**config.mk**
```make
export PLATFORM = sky130hd
export DESIGN_NAME = shared_reg_arbiter
export DESIGN_NICKNAME = d
export VERILOG_FILES = /design/src/rtl/shared_reg_arbiter_pkg.sv /design/src/rtl/shared_reg_arbiter_dff_en_reg.sv /design/src/rtl/shared_reg_arbiter.sv
export SDC_FILE = /design/constraint.sdc
export NUM_CORES = 1
export LEC_CHECK = 0
export BUFFER_PORTS_ARGS = -buffer_cell sky130_fd_sc_hd__buf_2
export CORE_MARGIN = 4
export CORE_UTILIZATION = 45
export DETAILED_ROUTE_END_ITERATION = 8
export HOLD_SLACK_MARGIN = 0.08
export PLACE_DENSITY = 0.78
export SYNTH_ARGS = -nofsm -noshare
export SYNTH_HDL_FRONTEND = slang
export SYNTH_HIERARCHICAL = 1
export SYNTH_SLANG_ARGS = --single-unit
```
**constraint.sdc**
```tcl
create_clock -name clk -period 3 [get_ports clk]
set_clock_uncertainty 0.15 [all_clocks]
set_input_delay 0 -clock clk [delete_from_list [all_inputs] [get_ports clk]]
set_output_delay 0 -clock clk [all_outputs]
set_load 0.1 [all_outputs]
```
**src/rtl/shared_reg_arbiter_pkg.sv**
```systemverilog
// Shared definitions for the round-robin shared-register arbiter:
// requester limits, owner-index width helper and one-hot encoder.
package shared_reg_arbiter_pkg;

  localparam int NREQ_MAX = 8;

  function automatic int owner_w(input int n);
    return (n < 2) ? 1 : $clog2(n);
  endfunction

  localparam int NREQ_IDX_W = owner_w(NREQ_MAX);

  function automatic logic [NREQ_MAX-1:0] onehot(input logic [NREQ_IDX_W-1:0] idx);
    logic [NREQ_MAX-1:0] v;
    v = '0;
    v[idx] = 1'b1;
    return v;
  endfunction

endpackage

```
**src/rtl/shared_reg_arbiter_dff_en_reg.sv**
```systemverilog
// WIDTH-bit storage register with load enable and asynchronous
// active-low clear; holds the shared register contents.
module dff_en_reg
  import shared_reg_arbiter_pkg::*;
#(
  parameter int WIDTH = 8
) (
  input  logic             clk,
  input  logic             rst,
  input  logic             en,
  input  logic [WIDTH-1:0] d,
  output logic [WIDTH-1:0] q
);

  always_ff @(posedge clk or negedge rst) begin
    if (!rst) begin
      q <= '0;
    end else if (en) begin
      q <= d;
    end
  end

endmodule

```
**src/rtl/shared_reg_arbiter.sv**
```systemverilog
// Round-robin arbiter granting one of NREQ requesters a write into a single
// shared register per clock; a granted requester sits out the next edge.
module shared_reg_arbiter
  import shared_reg_arbiter_pkg::*;
#(
  parameter  int NREQ  = 4,
  parameter  int WIDTH = 8,
  localparam int OW    = owner_w(NREQ)
) (
  input  logic                  clk,
  input  logic                  rst,
  input  logic [NREQ-1:0]       req,
  input  logic [NREQ*WIDTH-1:0] wdata,
  output logic [NREQ-1:0]       gnt,
  output logic [WIDTH-1:0]      q,
  output logic [OW-1:0]         q_owner,
  output logic                  q_valid
);

  logic [OW-1:0]    ptr;
  logic [OW-1:0]    ptr_next;
  logic [OW-1:0]    winner;
  logic [OW:0]      scan;
  logic [NREQ-1:0]  elig;
  logic [NREQ-1:0]  gnt_next;
  logic             found;
  logic [WIDTH-1:0] lane;

  // The previous grant doubles as the turnaround mask.
  always_comb begin
    elig   = req & ~gnt;
    winner = '0;
    found  = 1'b0;
    scan   = '0;
    for (int k = 0; k < NREQ; k++) begin
      scan = {1'b0, ptr} + (OW+1)'(k);
      if (scan >= (OW+1)'(NREQ)) begin
        scan = scan - (OW+1)'(NREQ);
      end
      if (!found && elig[scan[OW-1:0]]) begin
        found  = 1'b1;
        winner = scan[OW-1:0];
      end
    end
  end

  // Constant-index mux keeps unselected lanes (including X) away from q.
  always_comb begin
    lane = '0;
    for (int i = 0; i < NREQ; i++) begin
      if (winner == OW'(i)) begin
        lane = wdata[i*WIDTH +: WIDTH];
      end
    end
  end

  always_comb begin
    gnt_next = '0;
    ptr_next = ptr;
    if (found) begin
      gnt_next = NREQ'(onehot(NREQ_IDX_W'(winner)));
      ptr_next = (winner == OW'(NREQ-1)) ? '0 : winner + OW'(1);
    end
  end

  always_ff @(posedge clk or negedge rst) begin
    if (!rst) begin
      gnt     <= '0;
      ptr     <= '0;
      q_owner <= '0;
      q_valid <= 1'b0;
    end else begin
      gnt <= gnt_next;
      ptr <= ptr_next;
      if (found) begin
        q_owner <= winner;
        q_valid <= 1'b1;
      end
    end
  end

  dff_en_reg #(
    .WIDTH (WIDTH)
  ) u_q (
    .clk (clk),
    .rst (rst),
    .en  (found),
    .d   (lane),
    .q   (q)
  );

endmodule
```
==> metrics.md <==
| Metric | Value |
|---|---|
| Yosys cell types | `34` |
| CTS tree | `yes` |
| Yosys reg bits | `17` |
| Total track usage | `19.4%` |
| ANT nets after route | `0` |
| Setup TNS | `0 ns` |
| Row count | `17` |
| Initial Util | `47.9%` |
| Htree depth | `1` |
| Clock Latency Late Sink | `0.28 ns` |
| Mean Syn Cell Area | `around 11 sq um` |
| ANT cells | `0` |
| I/O Pins | `53` |
| FF-to-FF path depth | `8` |
| Worst Path Required | `3.03 ns` |
| Post CTS Setup Buffer Count | `0` |
| Type of the most critical hold path | `in -> reg` |
| Hold Startpoint | `wdata[1]` |
| Endpoints failing setup | `0` |
| Status | `completed` |
| Post-Syn Area | `0.00108 sq mm` |
| Die X | `57.0 um` |
| Critical Path Fanout Max | `9` |
| Asr flop ratio synth | `100%` |
| GRT overflow | `0` |
| Drc violations | `0` |
| Relative slew slack | `49.0%` |
| Primary FF master, synth | `dfrtp_1` |
| Syn Nets | `142` |
| Startpoint Class | `flop` |
| Die H | `~57 um` |
| Min-Delay Path Depth | `4` |
| Vias per inst | `about 5.4` |
| Syn. warnings | `6` |
| Max Cap Violations | `0` |
| Crit Path Class | `reg -> reg` |
| Area Growth Syn to Fin | `48.3%` |
| Setup WS pre-CTS | `0.437 ns` |
| Layout fillers | `between 150 and 200` |
| Core footprint | `0.00225 sq mm` |
| Commonest non-fill, non-tap cells in the layout | `buf_2 (52), dlygate4sd3_1 (22), dfrtp_1 (17), nor2b_1 (9), mux2_4 (9)` |
| Vias in the first global route | `1118` |
| End of the worst register-to-register path | `u_q/q[7]$_DFFE_PN0P_` |
| First-pass GRT wire length | `between 4000 and 5000 um` |
| Layout cells sized above 1 | `40.8%` |
| DPL Wire Length | `2120 um` |
| CTS buffer count | `3` |
| Worst min-delay path endpoint | `u_q/q[1]$_DFFE_PN0P_` |
| Initial antenna violation count | `0` |
| Crit. End Element | `flop` |
| Final Max Slew Viols | `0` |
| Final Hold Vio Count | `0` |
| 1st-iter DRT viols | `15` |
| Via count | `~1100` |
| Worst setup margin | `0.381 ns` |
| Final wirelength | `~3100 um` |
| Commonest non-fill, non-tap cell in the layout | `buf_2` |
| Seq/Total Area, Yosys | `39.4%` |
| IO buf count | `52` |
| Nets@finish | `217` |
| TritonRoute pass-1 iters | `4` |
| Fin crit period | `2.62 ns` |
| Die area | `0.00325 sq mm` |
| Clk root buf | `clkbuf_4` |
| DR WL/cell | `~15 um` |
| Clock slew at reported path FFs | `0.10 ns` |
| Post-Syn Instances | `100` |
| CTS Buffer Depth | `2` |
| Post-synth EDFFs | `0` |
| RSZ-0062 raised after global routing | `false` |
| Tcrit/Tclk final | `87.3%` |
| Worst Path Arrival | `2.65 ns` |
| GPL Wtd Cong | `approximately 0.77` |
| Measured slew at the worst slew-check pin | `roughly 0.76 ns` |
| FMAX | `382 MHz` |
| Pin count of the biggest net entering global routing | `18` |
| Clk sinks | `17` |
| Launch point of the worst reg-to-reg path | `ptr[1]$_DFFE_PN0N_` |
| Reg2reg setup slack | `0.38 ns` |
[critical path: stages (launching register included)]
cell      delay, ns
dfrtp_1        0.47
and3b_1        0.22
o21ai_1        0.26
and3_2         0.26
ha_1           0.16
and2b_1        0.26
a221oi_1       0.32
o31ai_1        0.12
mux2_4         0.27
[metrics by stage]
step | area, sq um | hold slack [ns] | cells | util (%)
6_report | 1600 | 0.0848 | 202 | 71.1
5_1_grt | 1600 | 0.125 | 202 | 71.1
4_1_cts | 1600 | 0.0803 | 202 | 71.1
3_5_place_dp | 1360 | -0.209 | 176 | 60.2
3_3_place_gp | 1360 | -0.216 | 176 | 60.2
2_1_floorplan | 1080 | -0.446 | 100 | -
[state kept, by name (all words and copies together) (netlist names)]
register  count
u_q/q         8
gnt           4
ptr           2
q_owner       2
q_valid       1
[timing repair]
item                       CTS  global route
gates resized for setup      0             0
hold buffers                22             0
hold endpoints to repair    28             0
setup endpoints to repair    0             0
[area by class of cell]
| type | count | area, sq um | area share [%] |
|---|---|---|---|
| clock buffer | 4 | 26.3 | 1.64 |
| inverter | 3 | 11.3 | 0.703 |
| multi-input combinational | 75 | 617 | 38.5 |
| sequential | 17 | 425 | 26.5 |
| tap | 28 | 35.0 | 2.19 |
| timing repair buffer | 75 | 488 | 30.4 |
[cell families (layout without fill, tap and decap cells)]
kind of cell / after synthesis / count (layout) / share of synthesized area, %
compound gates: 27 / 27 / 19.3
fa+ha+maj: 4 / 4 / 4.63
buf+inv: 8 / 82 / 3.59
flops: 17 / 17 / 39.4
mux: 9 / 9 / 12.5
simple gates: 35 / 35 / 20.6
[worst max-delay path by stage]
stage	startpoint	to	slack, ns
global placement	ptr[1]$_DFFE_PN0N_	u_q/q[3]$_DFFE_PN0P_	0.54
CTS	ptr[1]$_DFFE_PN0N_	u_q/q[3]$_DFFE_PN0P_	0.40
finish	ptr[1]$_DFFE_PN0N_	u_q/q[7]$_DFFE_PN0P_	0.38
detailed placement	ptr[1]$_DFFE_PN0N_	u_q/q[3]$_DFFE_PN0P_	0.44
floorplan	gnt[1]$_DFF_PN0_	u_q/q[5]$_DFFE_PN0P_	0.01
global route	ptr[1]$_DFFE_PN0N_	u_q/q[7]$_DFFE_PN0P_	0.24
[per-layer routing]
layer / share of wire, % / GRT usage (%)
met1: 38 / 21.5
met5: 0 / 0
met2: 54 / 35.7
met4: 1.2 / 6.29
met3: 7.3 / 4.98
[synth_stat cells, drive strengths merged, types with 2 or more instances]
cell type | number | area, sq um
dfrtp | 17 | 425
nand2b | 5 | 38.8
buf | 3 | 20.0
ha | 4 | 50.1
and2 | 4 | 25.0
o21ai | 3 | 15.0
o31ai | 7 | 52.6
mux2 | 9 | 135
clkbuf | 2 | 7.51
a21oi | 4 | 20.0
nor2b | 9 | 56.3
inv | 3 | 11.3
a221oi | 8 | 76.3
nand2 | 8 | 30.0
Power is left out: the tool's default activity adds up to more than one toggle a clock period on the data nets, which glitch-free logic cannot reach.
